## src/rtl/altera_tse_tx_encap_pkg.sv

```systemverilog
// Shared definitions for the 1000BASE-X PCS transmit code-group generator:
// code-group constants and the ordered-set state enum.
package altera_tse_tx_encap_pkg;

    // K-characters
    localparam logic [7:0] K28_5   = 8'hBC;  // comma, first octet of /I/ and /C/
    localparam logic [7:0] K_SOP   = 8'hFB;  // /S/ start of packet
    localparam logic [7:0] K_EOP_T = 8'hFD;  // /T/ end of packet
    localparam logic [7:0] K_EXT_R = 8'hF7;  // /R/ carrier extend
    localparam logic [7:0] K_ERR_V = 8'hFE;  // /V/ error propagation

    // D-characters
    localparam logic [7:0] D5_6    = 8'hC5;  // /I1/ second octet, corrects positive disparity
    localparam logic [7:0] D16_2   = 8'h50;  // /I2/ second octet, preserves negative disparity
    localparam logic [7:0] D21_5   = 8'hB5;  // /C1/ second octet
    localparam logic [7:0] D2_2    = 8'h42;  // /C2/ second octet

    // One state per code-group position of every ordered set we can emit.
    typedef enum logic [3:0] {
        IDLE_K,
        IDLE_D,
        SOP,
        DATA,
        EOP_T,
        EOP_R1,
        EOP_R2,
        CFG_K,
        CFG_D,
        CFG_LO,
        CFG_HI
    } tx_state_e;

    // Second octet of an idle: /I1/ flips a positive disparity back to
    // negative, /I2/ keeps an already negative disparity.
    function automatic logic [7:0] idle_data(input logic rundisp_pos);
        return rundisp_pos ? D5_6 : D16_2;
    endfunction

endpackage

```

## src/rtl/altera_std_synchronizer.sv

```systemverilog
// Multi-stage flip-flop synchroniser for a single asynchronous level signal.
// depth must be at least 2.
module altera_std_synchronizer #(
    parameter int depth = 3
) (
    input  logic clk,
    input  logic reset_n,
    input  logic din,
    output logic dout
);

    logic [depth-1:0] sync_q;
    logic [depth-1:0] sync_d;

    // Shift the asynchronous input one stage further down the chain.
    always_comb begin
        sync_d = {sync_q[depth-2:0], din};
    end

    // Synchroniser flops, cleared while reset is held.
    always_ff @(posedge clk or negedge reset_n) begin
        if (!reset_n) begin
            sync_q <= '0;
        end else begin
            sync_q <= sync_d;
        end
    end

    assign dout = sync_q[depth-1];

endmodule

```

## src/rtl/altera_tse_tx_stats.sv

```systemverilog
// Transmit statistics: frames sent (one per /T/) and /V/ code-groups sent.
// Both counters wrap from 0xFFFF to 0.
module altera_tse_tx_stats
    import altera_tse_tx_encap_pkg::*;
(
    input  logic        clk,
    input  logic        rst,
    input  logic        frame_inc,
    input  logic        err_inc,
    output logic [15:0] frame_cnt,
    output logic [15:0] err_cnt
);

    logic [15:0] frame_cnt_q, frame_cnt_d;
    logic [15:0] err_cnt_q, err_cnt_d;

    // Advance each counter on its event pulse; natural 16-bit wrap.
    always_comb begin
        frame_cnt_d = frame_cnt_q;
        err_cnt_d   = err_cnt_q;
        if (frame_inc) begin
            frame_cnt_d = frame_cnt_q + 16'd1;
        end
        if (err_inc) begin
            err_cnt_d = err_cnt_q + 16'd1;
        end
    end

    // Counter registers.
    always_ff @(posedge clk or posedge rst) begin
        if (rst) begin
            frame_cnt_q <= '0;
            err_cnt_q   <= '0;
        end else begin
            frame_cnt_q <= frame_cnt_d;
            err_cnt_q   <= err_cnt_d;
        end
    end

    assign frame_cnt = frame_cnt_q;
    assign err_cnt   = err_cnt_q;

endmodule

```

## src/rtl/altera_tse_tx_encapsulation.sv

```systemverilog
// 1000BASE-X PCS transmit code-group generator. Turns GMII transmit octets
// into code-groups plus a K flag for the GXB 8b/10b encoder, inserting idle,
// start, terminate, carrier-extend, error and auto-negotiation config sets.
// Optional statistics counters are built when TSE_TX_STATS_EN is defined;
// otherwise tx_frame_cnt and tx_err_cnt are tied to zero.
module altera_tse_tx_encapsulation
    import altera_tse_tx_encap_pkg::*;
#(
    parameter int SYNCHRONIZER_DEPTH = 3
) (
    input  logic        tx_clk,
    input  logic        reset_tx_clk,
    input  logic [7:0]  gmii_tx_d,
    input  logic        gmii_tx_en,
    input  logic        gmii_tx_err,
    input  logic        xmit_cfg,
    input  logic [15:0] tx_config_reg,
    input  logic        tx_rundisp_pos,
    output logic [7:0]  tx_frame,
    output logic        tx_kchar,
    output logic        tx_even,
    output logic        transmitting,
    output logic [15:0] tx_frame_cnt,
    output logic [15:0] tx_err_cnt
);

    // GMII input stage
    logic [7:0]  txd_q;
    logic        txen_q;
    logic        txerr_q;
    logic        txen_prev_q;

    // Synchronised configuration-mode request
    logic        reset_n;
    logic        xmit_cfg_sync;

    // Ordered-set state and registered outputs
    tx_state_e   state_q, state_d;
    tx_state_e   emit_state;
    logic        c2_sel_q, c2_sel_d;
    logic [15:0] cfg_word_q, cfg_word_d;
    logic [7:0]  tx_frame_q, tx_frame_d;
    logic        tx_kchar_q, tx_kchar_d;
    logic        tx_even_q, tx_even_d;
    logic        transmitting_q, transmitting_d;

    logic        slot_even;
    logic        en_rise;
    tx_state_e   boundary_state;

    assign reset_n = ~reset_tx_clk;

    altera_std_synchronizer #(
        .depth (SYNCHRONIZER_DEPTH)
    ) u_xmit_cfg_sync (
        .clk     (tx_clk),
        .reset_n (reset_n),
        .din     (xmit_cfg),
        .dout    (xmit_cfg_sync)
    );

    // Register the GMII inputs once and keep the previous enable for edge detection.
    always_ff @(posedge tx_clk or posedge reset_tx_clk) begin
        if (reset_tx_clk) begin
            txd_q       <= '0;
            txen_q      <= 1'b0;
            txerr_q     <= 1'b0;
            txen_prev_q <= 1'b0;
        end else begin
            txd_q       <= gmii_tx_d;
            txen_q      <= gmii_tx_en;
            txerr_q     <= gmii_tx_err;
            txen_prev_q <= txen_q;
        end
    end

    // Resolve which code-group position is emitted this slot: a start or an
    // end of packet replaces the octet in the pipeline at that very slot.
    always_comb begin
        slot_even      = ~tx_even_q;
        en_rise        = txen_q & ~txen_prev_q;
        boundary_state = xmit_cfg_sync ? CFG_K : IDLE_K;
        emit_state     = state_q;
        if ((state_q == IDLE_K) && en_rise) begin
            emit_state = SOP;
        end else if ((state_q == DATA) && !txen_q) begin
            emit_state = EOP_T;
        end
    end

    // Code-group selection and next-state decision for the slot being emitted.
    always_comb begin
        state_d        = state_q;
        c2_sel_d       = c2_sel_q;
        cfg_word_d     = cfg_word_q;
        tx_frame_d     = K28_5;
        tx_kchar_d     = 1'b1;
        tx_even_d      = ~tx_even_q;
        transmitting_d = 1'b0;

        case (emit_state)
            IDLE_K: begin
                tx_frame_d = K28_5;
                tx_kchar_d = 1'b1;
                state_d    = IDLE_D;
            end
            IDLE_D: begin
                tx_frame_d = idle_data(tx_rundisp_pos);
                tx_kchar_d = 1'b0;
                state_d    = en_rise ? SOP : boundary_state;
            end
            SOP: begin
                tx_frame_d     = K_SOP;
                tx_kchar_d     = 1'b1;
                transmitting_d = 1'b1;
                state_d        = DATA;
            end
            DATA: begin
                tx_frame_d     = txerr_q ? K_ERR_V : txd_q;
                tx_kchar_d     = txerr_q;
                transmitting_d = 1'b1;
                state_d        = DATA;
            end
            EOP_T: begin
                tx_frame_d     = K_EOP_T;
                tx_kchar_d     = 1'b1;
                transmitting_d = 1'b1;
                state_d        = EOP_R1;
            end
            EOP_R1: begin
                tx_frame_d     = K_EXT_R;
                tx_kchar_d     = 1'b1;
                transmitting_d = 1'b1;
                state_d        = slot_even ? EOP_R2 : boundary_state;
            end
            EOP_R2: begin
                tx_frame_d     = K_EXT_R;
                tx_kchar_d     = 1'b1;
                transmitting_d = 1'b1;
                state_d        = boundary_state;
            end
            CFG_K: begin
                tx_frame_d = K28_5;
                tx_kchar_d = 1'b1;
                cfg_word_d = tx_config_reg;
                state_d    = CFG_D;
            end
            CFG_D: begin
                tx_frame_d = c2_sel_q ? D2_2 : D21_5;
                tx_kchar_d = 1'b0;
                state_d    = CFG_LO;
            end
            CFG_LO: begin
                tx_frame_d = cfg_word_q[7:0];
                tx_kchar_d = 1'b0;
                state_d    = CFG_HI;
            end
            CFG_HI: begin
                tx_frame_d = cfg_word_q[15:8];
                tx_kchar_d = 1'b0;
                if (xmit_cfg_sync) begin
                    c2_sel_d = ~c2_sel_q;
                    state_d  = CFG_K;
                end else begin
                    c2_sel_d = 1'b0;
                    state_d  = IDLE_K;
                end
            end
            default: begin
                tx_frame_d = K28_5;
                tx_kchar_d = 1'b1;
                state_d    = IDLE_D;
            end
        endcase
    end

    // Ordered-set state machine with registered code-group outputs.
    always_ff @(posedge tx_clk or posedge reset_tx_clk) begin
        if (reset_tx_clk) begin
            state_q        <= IDLE_D;
            c2_sel_q       <= 1'b0;
            cfg_word_q     <= '0;
            tx_frame_q     <= K28_5;
            tx_kchar_q     <= 1'b1;
            tx_even_q      <= 1'b1;
            transmitting_q <= 1'b0;
        end else begin
            state_q        <= state_d;
            c2_sel_q       <= c2_sel_d;
            cfg_word_q     <= cfg_word_d;
            tx_frame_q     <= tx_frame_d;
            tx_kchar_q     <= tx_kchar_d;
            tx_even_q      <= tx_even_d;
            transmitting_q <= transmitting_d;
        end
    end

    assign tx_frame     = tx_frame_q;
    assign tx_kchar     = tx_kchar_q;
    assign tx_even      = tx_even_q;
    assign transmitting = transmitting_q;

`ifdef TSE_TX_STATS_EN
    logic frame_inc;
    logic err_inc;

    assign frame_inc = (emit_state == EOP_T);
    assign err_inc   = (emit_state == DATA) && txerr_q;

    altera_tse_tx_stats u_stats (
        .clk       (tx_clk),
        .rst       (reset_tx_clk),
        .frame_inc (frame_inc),
        .err_inc   (err_inc),
        .frame_cnt (tx_frame_cnt),
        .err_cnt   (tx_err_cnt)
    );
`else
    assign tx_frame_cnt = '0;
    assign tx_err_cnt   = '0;
`endif

endmodule

```

## config.mk

```make
export PLATFORM = sky130hd
export DESIGN_NAME = altera_tse_tx_encapsulation
export DESIGN_NICKNAME = d
export VERILOG_FILES = /design/src/rtl/altera_tse_tx_encap_pkg.sv /design/src/rtl/altera_std_synchronizer.sv /design/src/rtl/altera_tse_tx_stats.sv /design/src/rtl/altera_tse_tx_encapsulation.sv
export SDC_FILE = /design/constraint.sdc
export NUM_CORES = 1
export LEC_CHECK = 0
export CORE_AREA = 2 2 95 60
export CTS_CLUSTER_SIZE = 10
export DETAILED_ROUTE_END_ITERATION = 6
export DIE_AREA = 0 0 97 62
export GPL_TIMING_DRIVEN = 0
export PLACE_DENSITY_LB_ADDON = 0.3
export SYNTH_ARGS = -nofsm -noshare
export SYNTH_HDL_FRONTEND = slang
export SYNTH_SLANG_ARGS = --single-unit
```

## constraint.sdc

```tcl
create_clock -name tx_clk -period 1.9 [get_ports tx_clk]
set_input_delay 0.38 -clock tx_clk [delete_from_list [all_inputs] [get_ports tx_clk]]
set_output_delay 0.38 -clock tx_clk [all_outputs]
set_load 0.01 [all_outputs]
```

==> results of run 1 <==
routing by layer:
metal	vias up	GRT usage (%)
li1	852	-
met2	67	23.4
met3	9	4.47
met1	822	26.4
met4	0	5.63
met5	-	0
metrics by stage:
stage	instances	hold WS, ns	total power, mW	utilization, %	instance area, µm²
finish	365	0.351	4.43	58.4	3090
global route	365	0.359	4.72	58.4	3090
CTS	365	0.353	4.43	58.4	3090
detailed placement	357	0.335	3.77	56.4	2980
global placement	356	0.333	3.73	56.1	2960
floorplan	247	0.331	3.10	-	2470
worst reg2reg max path: stages (launching register included):
cell      delay [ns]
dfstp_2         0.54
buf_2           0.24
nand2b_1        0.15
nor3_1          0.38
o21bai_1        0.23
or3_1           0.16
layout by cell type (no fill, tap or decap), drive strengths merged, types with 4 or more instances in the layout:
cell type      Yosys  layout
nand2              4       4
clkdlybuf4s50      0      40
nand2b             6       6
a21oi              7       7
nor3               5       5
inv                6       6
dfrtp             38      38
o21ai             10      10
a22oi              7       7
clkbuf             4      11
nand3              6       6
buf               42      43
mux2              16      16
dfstp              8       8
conb               1      32
nor2              14      14
nor2b              6       6
power groups by stage:
stage	sequential (mW)	clock, mW	combinational, mW
2_1_floorplan	1.59	0	1.51
3_3_place_gp	1.58	0	2.15
3_5_place_dp	1.59	0	2.18
4_1_cts	1.57	0.672	2.19
5_1_grt	1.61	0.709	2.40
6_report	1.57	0.654	2.21
cells by family (layout without fill, tap and decap cells):
family	Yosys count	in the layout	share of synthesized area, %
xor gates and xnor gates	2	2	0.743
muxes	16	16	9.08
AOI/OAI and AO/OA	50	50	14.9
DFF	46	46	49.3
buffers and inverters	52	101	14.4
and+or+nand+nor	49	49	11.4
other	1	32	0.159
final cells by class:
| type | count | area [µm²] | area share (%) |
|---|---|---|---|
| buffer | 46 | 318 | 10.3 |
| tap | 69 | 86.3 | 2.80 |
| multi-input combinational | 149 | 972 | 31.5 |
| sequential | 46 | 1160 | 37.6 |
| timing repair buffer | 41 | 420 | 13.6 |
| inverter | 6 | 22.5 | 0.730 |
| clock inverter | 1 | 8.76 | 0.284 |
| clock buffer | 7 | 96.3 | 3.12 |
sequential cells by signal (all words and copies together), names as in the netlist:
register                flops
c2_sel_q                    1
cfg_word_q                 16
state_q                     4
transmitting                1
tx_even                     1
tx_frame                    8
tx_kchar                    1
txd_q                       8
txen_prev_q                 1
txen_q                      1
txerr_q                     1
u_xmit_cfg_sync.sync_q      3
path summary, 6_finish.rpt:
check	start	endpoint	slack, ns
setup / recovery	state_q[0]	tx_frame[1]	0.14
hold / removal	u_xmit_cfg_sync.sync_q[0]	u_xmit_cfg_sync.sync_q[1]	0.35
setup reg to reg	state_q[0]	tx_frame[1]	0.14
hold reg to reg	u_xmit_cfg_sync.sync_q[0]	u_xmit_cfg_sync.sync_q[1]	0.35
max in group asynchronous	reset_tx_clk	tx_frame[2]	0.96
min in group asynchronous	reset_tx_clk	txerr_q	0.39
==> results.tsv, run 1 <==
stage	metric	value	unit
cts	cts_tree	done	
cts	clockBufferDepth	2	
yosys	synth-seq-cells	46	
power_and_ir_drop	peakVddDrop	0.000467	V
yosys	ys_types	42	
floorplanning	core	0.00528	mm²
power_and_ir_drop	combPwrFrac	49.8	%
yosys	yosysMostFrequentCell	dfrtp_1	
floorplanning	start_util	44.6	%
yosys	synth.top_cells.by_area	dfrtp_1 (40%), buf_4 (10%), dfstp_2 (8.9%)	
final_layout	syn2layout_area_growth	30.9	%
sta	clock-skew-final	0.00806	ns
yosys	synth_edf_count	0	
setup_path	cp_num_buf_inv	1	
global_route	overflow	0	
yosys	yosys_warnings	0	
route	met2_length	2.07	mm
yosys	syn_inst	216	
floorplanning	fp.dieArea	0.00601	mm²
cts	cts_hold_buf	0	
place	hpwl	3.88	mm
global_route	antenna_found_initial	0	
route	drt_iter0_drc	82	
global_route	grt_usage	17.2	%
place	port_buffers	40	
final_layout	num-nets-final	325	
cts	htree_levels	2	
yosys	synth_common_cells	dfrtp_1 (38), buf_4 (32), nor2_1 (14)	
sta	finalSetupViolations	0	
sta	slew-limit-headroom	64.5	%
yosys	yosysTopAreaCell	dfrtp_1	
sta	fin_ws	0.143	ns
setup_path	cp_slowest_cell	dfstp_2	
setup_path	cp.required	2.13	ns
yosys	synth.top_cell.area_share	40.3	%
power_and_ir_drop	swShare	36.5	%
route	highest_layer	met4	
power_and_ir_drop	power.density	1440	mW/mm²
floorplanning	num_rows	21	
floorplanning	io_pins	73	
route	route.detailed.drc	0	
yosys	avgSynthCellArea	10.9	µm²
setup_path	cpLargestDelayFamily	simple AND/OR/NAND/NOR gates	
yosys	synth_seq_area_share	49.3	%
setup_path	start_kind	flip-flop	
cts	cts_root_buf	clkbuf_8	
setup_path	critPathKind	flip-flop to flip-flop	
sta	worst_pin_slew	0.533	ns
setup_path	r2r_cells	5	
setup_path	max_stage_delay	0.54	ns
power_and_ir_drop	p_int	2.81	mW
sta	rsz0062_at_grt	no	
route	drt_pass1_iterations	4	
yosys	async_flop_share	100	%
floorplanning	die_x	97	µm
yosys	syn_area	0.00236	mm²
floorplanning	die_y	62	µm
power_and_ir_drop	p_leak	1.43	nW
power_and_ir_drop	netSwitchingPower	1.62	mW
place	place.gp.congestion	0.881	
sta	setup-tns-final	0	ns
setup_path	cp.arrival	1.99	ns
place	dpl_worst_slack	0.186	ns
min_path	hold_class	flip-flop to flip-flop	
cts	cts-buffers-inserted	5	
power_and_ir_drop	seq_power_share	35.4	%
setup_path	worst-path-stages	5	
final_layout	post_route_cells_drive_above_1_share	26.7	%
route	ant_nets	0	
route	vias_per_cell	4.79	
cts	cts_setup_buffers	0	
setup_path	critPathMaxFanout	10	
setup_path	path_cells	buf_2, nand2b_1, nor3_1, o21bai_1, or3_1	
cts	clk_latency	0.30	ns
sta	min_period_over_period	92.5	%
sta	layout_min_cycle_time	1.76	ns
route	wl_per_cell	13.8	µm
route	m1WireLength	2.56	mm
final_layout	fillers	451	
global_route	grt_pass1_vias	1530	
cts	cts.sinks	46	
sta	slew_viol_final	0	
cts	cts_resized	0	
global_route	grt_pass1_wl	7.76	mm
yosys	ys.flop_type	dfrtp_1	
flow_run	drv_cap	0	
sta	fmax	0.569	GHz
sta	finalHoldViolations	0	
route	vias	1750	
route	met3WireLength	343	µm
final_layout	num_antenna_cells	0	
outcome	status	complete, no violations	
cts	clkSlewWorstSetupHoldPaths	0.08	ns
power_and_ir_drop	clkPwrFrac	14.8	%
route	wirelength	5.04	mm
global_route	grt_max_degree	29	
min_path	whs_path_depth	0	
setup_path	end_kind	flip-flop	
(Power assumes the default switching activity.)
==> run 2: changes to the inputs <==
CORE_AREA = 2 2 96 61   (was 2 2 95 60)
DIE_AREA = 0 0 98 63   (was 0 0 97 62)
SYNTH_HIERARCHICAL = 1   (was default)
==> results.tsv, run 2 <==
stage	metric	value	unit
sta	rsz0062_at_grt	no	
floorplanning	die_x	98	µm
sta	setup-tns-final	0	ns
power_and_ir_drop	peakVddDrop	0.000598	V
global_route	grt_pass1_vias	1655	
place	hpwl	4.00	mm
final_layout	syn2layout_area_growth	29.9	%
cts	clkSlewWorstSetupHoldPaths	0.09	ns
yosys	yosysMostFrequentCell	dfrtp_1	
sta	worst_pin_slew	0.561	ns
sta	fin_ws	0.131	ns
yosys	syn_area	0.00239	mm²
route	drt_pass1_iterations	4	
yosys	synth.top_cells.by_area	dfrtp_1 (40%), buf_4 (10%), dfstp_2 (8.8%)	
yosys	synth_seq_area_share	48.6	%
floorplanning	core	0.00533	mm²
cts	htree_levels	2	
sta	clock-skew-final	0.00817	ns
sta	min_period_over_period	93.1	%
setup_path	cpLargestDelayFamily	flip-flops	
global_route	grt_usage	17.5	%
route	vias_per_cell	4.85	
setup_path	cp_slowest_cell	dfstp_2	
route	vias	1764	
cts	cts_resized	0	
setup_path	cp.arrival	1.39	ns
place	place.gp.congestion	0.919	
cts	cts_root_buf	clkbuf_8	
floorplanning	io_pins	73	
setup_path	max_stage_delay	0.56	ns
setup_path	critPathKind	flip-flop to primary output	
route	route.detailed.drc	0	
route	drt_iter0_drc	175	
cts	cts_hold_buf	0	
yosys	synth-seq-cells	46	
sta	slew_viol_final	0	
route	highest_layer	met4	
yosys	async_flop_share	100	%
yosys	syn_inst	215	
setup_path	cp_num_buf_inv	1	
outcome	status	complete, no violations	
route	wl_per_cell	14.6	µm
setup_path	start_kind	flip-flop	
route	ant_nets	0	
yosys	synth.top_cell.area_share	39.8	%
global_route	overflow	0	
route	wirelength	5.30	mm
final_layout	post_route_cells_drive_above_1_share	28.1	%
final_layout	largest_reg_flops	16	
power_and_ir_drop	p_leak	1.41	nW
yosys	synth_edf_count	0	
yosys	ys.flop_type	dfrtp_1	
cts	clk_latency	0.30	ns
min_path	hold_class	flip-flop to flip-flop	
power_and_ir_drop	power.density	1430	mW/mm²
final_layout	num-nets-final	324	
global_route	antenna_found_initial	0	
sta	slew-limit-headroom	62.6	%
place	port_buffers	40	
place	dpl_worst_slack	0.247	ns
route	met2_length	2.24	mm
yosys	synth_common_cells	dfrtp_1 (38), buf_4 (33), o21ai_0 (11)	
yosys	yosysTopAreaCell	dfrtp_1	
cts	clockBufferDepth	2	
setup_path	end_kind	primary output	
global_route	grt_pass1_wl	8.56	mm
setup_path	rrSetupSlack	0.19	ns
route	met3WireLength	423	µm
setup_path	path_cells	clkdlybuf4s50_1	
final_layout	fillers	493	
final_layout	largest_register	cfg_word_q	
cts	cts_tree	done	
sta	layout_min_cycle_time	1.77	ns
cts	cts-buffers-inserted	5	
cts	cts.sinks	46	
setup_path	cp.required	1.52	ns
floorplanning	num_rows	21	
sta	finalHoldViolations	0	
yosys	ys_types	52	
yosys	yosys_warnings	6	
sta	finalSetupViolations	0	
global_route	grt_max_degree	27	
route	m1WireLength	2.62	mm
setup_path	critPathMaxFanout	4	
sta	fmax	0.565	GHz
final_layout	num_antenna_cells	0	
floorplanning	die_y	63	µm
yosys	avgSynthCellArea	11.1	µm²
final_layout	mostFrequentLayoutCells	clkdlybuf4s50_1 (40), dfrtp_1 (38), buf_4 (33), conb_1 (32), o21ai_0 (11)	
floorplanning	fp.dieArea	0.00617	mm²
flow_run	drv_cap	0	
floorplanning	start_util	44.8	%
final_layout	final_common_cell	clkdlybuf4s50_1	
cts	cts_setup_buffers	0	
[run 2: changes by cell type in the layout (fill, tap and decap cells not counted), sizes merged, moves of 3 or more]
cell    change
nand2       +5
clkbuf      -4
o21ai       +3
nor2        -6
o21bai      -3
nor2b       -4
[run 2: final cells by class]
type                       instances  area [µm²]  share of cell area (%)
sequential                        46        1160                    37.4
clock buffer                       5        68.8                    2.22
timing repair buffer              41         420                    13.5
inverter                           5        18.8                   0.604
tap                               69        86.3                    2.78
buffer                            45         337                    10.8
multi-input combinational        150         990                    31.9
clock inverter                     3        23.8                   0.766
[run 2: through the flow]
stage	area (µm²)	total power [mW]	instances	hold WS (ns)	utilization, %
6_report	3110	4.43	364	0.360	58.2
3_5_place_dp	3010	3.82	356	0.337	56.5
5_1_grt	3110	4.72	364	0.391	58.2
2_1_floorplan	2510	3.13	246	0.331	-
4_1_cts	3110	4.44	364	0.366	58.2
3_3_place_gp	2990	3.79	355	0.333	56.1
[run 2: routing by layer]
| metal | vias to the layer above | GRT usage (%) |
|---|---|---|
| li1 | 862 | - |
| met1 | 821 | 27.3 |
| met2 | 76 | 25.0 |
| met3 | 5 | 4.70 |
| met4 | 0 | 2.08 |
| met5 | - | 0 |
[run 2: logic make-up (layout without fill, tap and decap cells)]
group	count (synthesis)	in the layout	synth area share, %
simple gates	53	53	13.5
mux	16	16	8.64
compound gates	49	49	14.3
other cells	1	32	0.157
buf+inv	50	99	14.9
flops	46	46	48.6
[run 2: worst reg2reg max path, delay by kind of cell (launching register included)]
kind / cells / cell delay, ns
flip-flops: 1 / 0.57
AND/OR/NAND/NOR: 2 / 0.53
AO/OA/AOI/OAI: 2 / 0.48
[run 2: path summary, 6_finish.rpt]
path,from,endpoint,depth (start not counted)
worst max register to register,state_q[0],tx_frame[6],4
worst min register to register,u_xmit_cfg_sync/sync_q[0],u_xmit_cfg_sync/sync_q[1],0
min in group asynchronous,reset_tx_clk,u_xmit_cfg_sync/sync_q[0],2
worst min-delay path,u_xmit_cfg_sync/sync_q[0],u_xmit_cfg_sync/sync_q[1],0
max in group asynchronous,reset_tx_clk,tx_frame[5],3
worst max-delay path,tx_even,tx_even,1
[run 2: where the power goes]
part | internal [mW] | leakage (nW) | switching, mW | total (mW)
clock | 0.263 | 0.0408 | 0.341 | 0.604
sequential | 1.39 | 0.533 | 0.197 | 1.58
combinational | 1.11 | 0.837 | 1.13 | 2.24
==> run 3: changes to the inputs <==
HOLD_SLACK_MARGIN = 0.1   (was default)
SLEW_MARGIN = 20   (was default)
==> results of run 3 <==
Final layout, timing and power as in run 2 (identical DEF).
